### config.mk
export PLATFORM = sky130hd
export DESIGN_NAME = vga_tile_renderer
export DESIGN_NICKNAME = d
export VERILOG_FILES = /design/src/rtl/vga_tile_renderer.sv
export SDC_FILE = /design/constraint.sdc
export NUM_CORES = 2
export LEC_CHECK = 0
export ABC_AREA = 0
export BUFFER_PORTS_ARGS = -buffer_cell sky130_fd_sc_hd__buf_2
export CAP_MARGIN = 20
export CORE_ASPECT_RATIO = 0.5
export CORE_UTILIZATION = 63
export DETAILED_ROUTE_END_ITERATION = 8
export PLACE_DENSITY_LB_ADDON = 0.3
export SLEW_MARGIN = 20
export SYNTH_ARGS = -nofsm -noshare
export SYNTH_HDL_FRONTEND = slang
export SYNTH_SLANG_ARGS = --single-unit
### constraint.sdc
create_clock -name i_Clk -period 7.2 [get_ports i_Clk]
set_input_delay 1.44 -clock i_Clk [delete_from_list [all_inputs] [get_ports i_Clk]]
set_output_delay 1.44 -clock i_Clk [all_outputs]
set_load 0.03 [all_outputs]
### src/rtl/vga_tile_renderer.sv
// VGA timing generator with a tile-map renderer: map RAM holds one palette index per
// tile, a small palette register file maps indices to RGB. Three-stage pixel pipeline.
module vga_tile_renderer #(
  parameter int H_SYNC     = 92,
  parameter int H_BACK     = 50,
  parameter int H_DISPLAY  = 640,
  parameter int H_FRONT    = 18,
  parameter int V_SYNC     = 2,
  parameter int V_BACK     = 33,
  parameter int V_DISPLAY  = 480,
  parameter int V_FRONT    = 10,
  parameter int TILE_SHIFT = 5,
  parameter int MAP_W      = 20,
  parameter int MAP_H      = 15,
  parameter int CELL_BITS  = 4,
  parameter int COLOR_BITS = 3
) (
  input  logic                                 i_Clk,
  input  logic                                 i_Rst,
  input  logic                                 i_Cell_WE,
  input  logic [$clog2(MAP_W*MAP_H)-1:0]       i_Cell_Addr,
  input  logic [CELL_BITS-1:0]                 i_Cell_Data,
  input  logic                                 i_Pal_WE,
  input  logic [CELL_BITS-1:0]                 i_Pal_Idx,
  input  logic [3*COLOR_BITS-1:0]              i_Pal_RGB,
  output logic                                 o_VGA_HSync,
  output logic                                 o_VGA_VSync,
  output logic [COLOR_BITS-1:0]                o_VGA_Red,
  output logic [COLOR_BITS-1:0]                o_VGA_Grn,
  output logic [COLOR_BITS-1:0]                o_VGA_Blu,
  output logic                                 o_Frame_Start
);

  localparam int H_LINE  = H_SYNC + H_BACK + H_DISPLAY + H_FRONT;
  localparam int V_FRAME = V_SYNC + V_BACK + V_DISPLAY + V_FRONT;
  localparam int H_ACT0  = H_SYNC + H_BACK;
  localparam int V_ACT0  = V_SYNC + V_BACK;
  localparam int HW      = $clog2(H_LINE);
  localparam int VW      = $clog2(V_FRAME);
  localparam int CELLS   = MAP_W * MAP_H;
  localparam int AW      = $clog2(CELLS);
  localparam int PAL_N   = 2 ** CELL_BITS;
  localparam int RGB_W   = 3 * COLOR_BITS;
  localparam logic [COLOR_BITS-1:0] C_MAX  = '1;
  localparam logic [COLOR_BITS-1:0] C_ZERO = '0;

  function automatic logic [RGB_W-1:0] pal_default(input int idx);
    case (idx)
      0:       return '0;
      1:       return {C_MAX, C_ZERO, C_ZERO};
      2:       return {C_ZERO, C_MAX, C_ZERO};
      3:       return {C_ZERO, C_ZERO, C_MAX};
      default: return '1;
    endcase
  endfunction

  logic [HW-1:0]        r_h;
  logic [VW-1:0]        r_v;
  logic [HW-1:0]        w_px, w_col;
  logic [VW-1:0]        w_py, w_row;
  logic                 w_active, w_in_map, w_hs, w_vs, w_fs;
  logic [AW-1:0]        w_addr;
  logic                 r_act1, r_map1, r_hs1, r_vs1, r_fs1;
  logic [AW-1:0]        r_addr1;
  logic                 r_act2, r_map2, r_hs2, r_vs2, r_fs2;
  logic [CELL_BITS-1:0] r_cell;
  logic [CELL_BITS-1:0] r_ram [0:CELLS-1];
  logic [RGB_W-1:0]     r_pal [0:PAL_N-1];
  logic [RGB_W-1:0]     w_rgb;
  logic [COLOR_BITS-1:0] r_red, r_grn, r_blu;
  logic                 r_hs3, r_vs3, r_fs3;

  always_ff @(posedge i_Clk or posedge i_Rst) begin
    if (i_Rst) begin
      r_h <= '0;
      r_v <= '0;
    end else if (r_h == HW'(H_LINE - 1)) begin
      r_h <= '0;
      r_v <= (r_v == VW'(V_FRAME - 1)) ? '0 : r_v + VW'(1);
    end else begin
      r_h <= r_h + HW'(1);
    end
  end

  assign w_px     = r_h - HW'(H_ACT0);
  assign w_py     = r_v - VW'(V_ACT0);
  assign w_col    = w_px >> TILE_SHIFT;
  assign w_row    = w_py >> TILE_SHIFT;
  assign w_active = (int'(r_h) >= H_ACT0) && (int'(r_h) < H_ACT0 + H_DISPLAY) &&
                    (int'(r_v) >= V_ACT0) && (int'(r_v) < V_ACT0 + V_DISPLAY);
  assign w_in_map = (int'(w_col) < MAP_W) && (int'(w_row) < MAP_H);
  // Off-map positions read cell 0 harmlessly; S3 substitutes palette[0] for them.
  assign w_addr   = w_in_map ? (AW'(w_row) * AW'(MAP_W) + AW'(w_col)) : '0;
  assign w_hs     = !(int'(r_h) < H_SYNC);
  assign w_vs     = !(int'(r_v) < V_SYNC);
  assign w_fs     = (r_h == '0) && (r_v == '0);

  always_ff @(posedge i_Clk or posedge i_Rst) begin
    if (i_Rst) begin
      r_act1 <= 1'b0; r_map1 <= 1'b0; r_addr1 <= '0;
      r_hs1  <= 1'b1; r_vs1  <= 1'b1; r_fs1   <= 1'b0;
      r_act2 <= 1'b0; r_map2 <= 1'b0;
      r_hs2  <= 1'b1; r_vs2  <= 1'b1; r_fs2   <= 1'b0;
    end else begin
      r_act1 <= w_active; r_map1 <= w_in_map; r_addr1 <= w_addr;
      r_hs1  <= w_hs;     r_vs1  <= w_vs;     r_fs1   <= w_fs;
      r_act2 <= r_act1;   r_map2 <= r_map1;
      r_hs2  <= r_hs1;    r_vs2  <= r_vs1;    r_fs2   <= r_fs1;
    end
  end

  // Map RAM keeps its contents across reset; registered read returns pre-write data.
  always_ff @(posedge i_Clk) begin
    if (i_Cell_WE && (int'(i_Cell_Addr) < CELLS))
      r_ram[i_Cell_Addr] <= i_Cell_Data;
    r_cell <= r_ram[r_addr1];
  end

  always_ff @(posedge i_Clk or posedge i_Rst) begin
    if (i_Rst) begin
      for (int i = 0; i < PAL_N; i++) r_pal[i] <= pal_default(i);
    end else if (i_Pal_WE) begin
      r_pal[i_Pal_Idx] <= i_Pal_RGB;
    end
  end

  assign w_rgb = r_map2 ? r_pal[r_cell] : r_pal[0];

  always_ff @(posedge i_Clk or posedge i_Rst) begin
    if (i_Rst) begin
      {r_red, r_grn, r_blu} <= '0;
      r_hs3 <= 1'b1; r_vs3 <= 1'b1; r_fs3 <= 1'b0;
    end else begin
      {r_red, r_grn, r_blu} <= r_act2 ? w_rgb : '0;
      r_hs3 <= r_hs2; r_vs3 <= r_vs2; r_fs3 <= r_fs2;
    end
  end

  assign o_VGA_HSync   = r_hs3;
  assign o_VGA_VSync   = r_vs3;
  assign o_VGA_Red     = r_red;
  assign o_VGA_Grn     = r_grn;
  assign o_VGA_Blu     = r_blu;
  assign o_Frame_Start = r_fs3;

endmodule

==> results.ini <==
[outcome]
run_status=completed

[power]
clock_power_share=0.401
seqPwrFrac=0.566
intPower_uw=13000
comb_power_share=0.033
leakage_uw=0.0192
swShare=0.202
peakVddDrop_mv=0.178
power.density_nw_per_um2=262
p_switching_uw=3280

[sta]
fin_tns_setup_ns=0
fin_crit_sh=0.595
worstMarginPinSlew_ns=1.22
slew_headroom=0.186
hold_violations=0
finalSetupViolCount=0
rsz0062_at_grt=no
clock_skew_ns=0.0245
max_freq_ghz=0.234
drv_slew=0
period_needed_ns=4.28

[global_routing]
grtUsageTotal=0.296
grt_pass1_vias=30300
grt_max_degree=183
grt_first_pass_wirelength_um=197000
antenna_found_initial=6
grt_overflow=0

[synthesis]
synth_area_per_cell_um2=18.2
synthMuxAreaShare=0.170
synth_edf_count=1200
synthAdderAreaFrac=0.00335
synth_area_leaders=edfxtp_1 (63%), mux4_2 (10%), dfstp_2 (5.7%), mux2i_1 (3.5%), dfrtp_1 (3.2%)
seq_area_frac_synth=0.725
synth.most_common_cell=edfxtp_1
async_flop_share=0.139
syn_inst=3124
synthesis.nets=3168
synth_top_area_frac=0.635
synth_commonest_cells=edfxtp_1 (1,200), nor2_1 (347), mux4_2 (257)
yosysWarnings=0
ys_types=74
netlist_area_um2=56800
yosys.area_share.simple=0.0479
synth_top_flop_cell=edfxtp_1
synthXorXnorAreaFrac=0.00308
ys_seq_elements=1399
synth_area_leader_cell=edfxtp_1
synth_top_family_by_area=multiplexers
synth_compound_area_frac=0.0330

[route]
dr_total_vias=30200
drc=0
vias_per_cell=6.84
dr.pass1.iters=6
drt_wl_total_um=134000
drtIter0Drc=4109
wl_per_cell_um=30.3
ant_nets=0

[placement]
placed_cells=4197
gp_congestion=0.856
portBuffers=41
hpwl_um=77800

[run]
maxCapViolCount=0

[die]
core.rowCount=77
die_h_um=214
initial_core_util=0.639
die_w_um=427
core-area_um2=88800
io_pins=42
dieArea_um2=91400

[worst_setup_path]
start_kind=register
critPathRequiredTime_ns=7.80
crit_type=reg -> reg
worst-endpoint-arrival_ns=4.88
setup.worst_path.end_class=register
crit_fanout=30

[clock_network]
clk_pin_slew_worst_paths_ns=0.07
numCtsBuffers=115
ctsHoldBuffers=0
cts_buffer_depth=3
cts_setup_buffers=0
cts_tree=built
insertion_delay_ns=0.72
post_cts_resized=0
h-tree-depth=3
cts_sinks=1399
cts_root_buf=clkbuf_16

[finish]
finish.utilization=0.698
ff_latch_area_um2=41200
nFillCells=5335
final_cells=4418
drive_gt1_frac=0.258
fin_nets=3174
syn2layout_area_growth_pct=9.22
multi_input_area_um2=14700

[min_path]
hp-class=reg -> reg

## layer usage
metal	part of all wire	track usage
met2	0.47	0.449
met3	0.12	0.0874
met4	0.038	0.113
met1	0.38	0.412
met5	0	0
## registers in the layout (all words and copies together) (netlist names)
| signal | count |
|---|---|
| o_Frame_Start | 1 |
| o_VGA_Blu | 3 |
| o_VGA_Grn | 3 |
| o_VGA_HSync | 1 |
| o_VGA_Red | 3 |
| o_VGA_VSync | 1 |
| r_act1 | 1 |
| r_act2 | 1 |
| r_addr1 | 9 |
| r_cell | 4 |
| r_fs1 | 1 |
| r_fs2 | 1 |
| r_h | 10 |
| r_hs1 | 1 |
| r_hs2 | 1 |
| r_map1 | 1 |
| r_map2 | 1 |
| r_pal | 144 |
| r_ram | 1200 |
| r_v | 10 |
| r_vs1 | 1 |
| r_vs2 | 1 |
## cell usage in the layout (no fill, tap or decap), types with 17 or more instances in the layout
| cell | instances |
|---|---|
| edfxtp_1 | 1200 |
| nor2_1 | 341 |
| mux4_2 | 257 |
| mux2i_1 | 196 |
| mux2_2 | 150 |
| dfstp_2 | 123 |
| clkbuf_16 | 118 |
| dfrtp_1 | 66 |
| nand2_1 | 63 |
| a22oi_1 | 62 |
| nand3_1 | 44 |
| o21ai_0 | 41 |
| buf_2 | 37 |
| buf_4 | 31 |
| o22ai_1 | 30 |
| a21oi_1 | 27 |
| nand2b_1 | 25 |
| clkinv_1 | 22 |
| clkinv_2 | 21 |
| a221oi_1 | 20 |
| nor2b_1 | 20 |
| clkbuf_1 | 20 |
| nor3_1 | 17 |
## stage by stage
step / cell area [um^2] / power, uW / hold WS, ns / setup slack (ns)
floorplan: 56800 / 9660 / 0.331 / 0.651
global placement: 58000 / 9880 / 0.333 / 2.98
detailed placement: 58100 / 9910 / 0.345 / 2.96
CTS: 62000 / 16300 / 0.357 / 3.15
global route: 62000 / 16700 / 0.363 / 2.95
finish: 62000 / 16300 / 0.356 / 2.92
## cell families after synthesis
group           after synthesis
compound gates              266
xor+xnor                     20
fa+ha+maj                    14
buf+inv                     211
flops                      1399
mux                         612
simple gates                602
## power groups by stage
stage | Clock, uW | Combinational [uW] | Sequential, uW
2_1_floorplan | 0 | 326 | 9330
3_3_place_gp | 0 | 521 | 9350
3_5_place_dp | 0 | 541 | 9370
4_1_cts | 6550 | 543 | 9200
5_1_grt | 6850 | 576 | 9220
6_report | 6530 | 541 | 9200
## path summary, 6_finish.rpt
kind,from,end,slack (ns),cells past startpoint
max,r_addr1[3]$_DFF_PP0_,r_cell[3]$_DFF_P_,2.92,7
min,r_vs2$_DFF_PP1_,o_VGA_VSync$_DFF_PP1_,0.36,0
max reg2reg,r_addr1[3]$_DFF_PP0_,r_cell[3]$_DFF_P_,2.92,7
min reg2reg,r_vs2$_DFF_PP1_,o_VGA_VSync$_DFF_PP1_,0.36,0
max in group asynchronous,i_Rst,r_pal[125]$_DFFE_PP0P_,4.90,3
min in group asynchronous,i_Rst,o_Frame_Start$_DFF_PP0_,0.92,2
## critical path, stage by stage, from the launching register on
cell	delay [ns]
dfrtp_2	0.74
buf_4	0.51
clkinv_1	0.58
nor3_1	0.92
nand3_1	0.20
nand4_1	0.22
o221ai_1	0.45
a31oi_1	0.49
## final cells by class
cell class	count	share of cell area
Tap cell	1185	0.0239
Timing Repair Buffer	83	0.0111
Multi-Input combinational cell	1514	0.237
Sequential cell	1399	0.664
Inverter	17	0.00115
Clock inverter	73	0.0131
Antenna cell	4	0.000161
Clock buffer	143	0.0499
(Power assumes the default switching activity.)
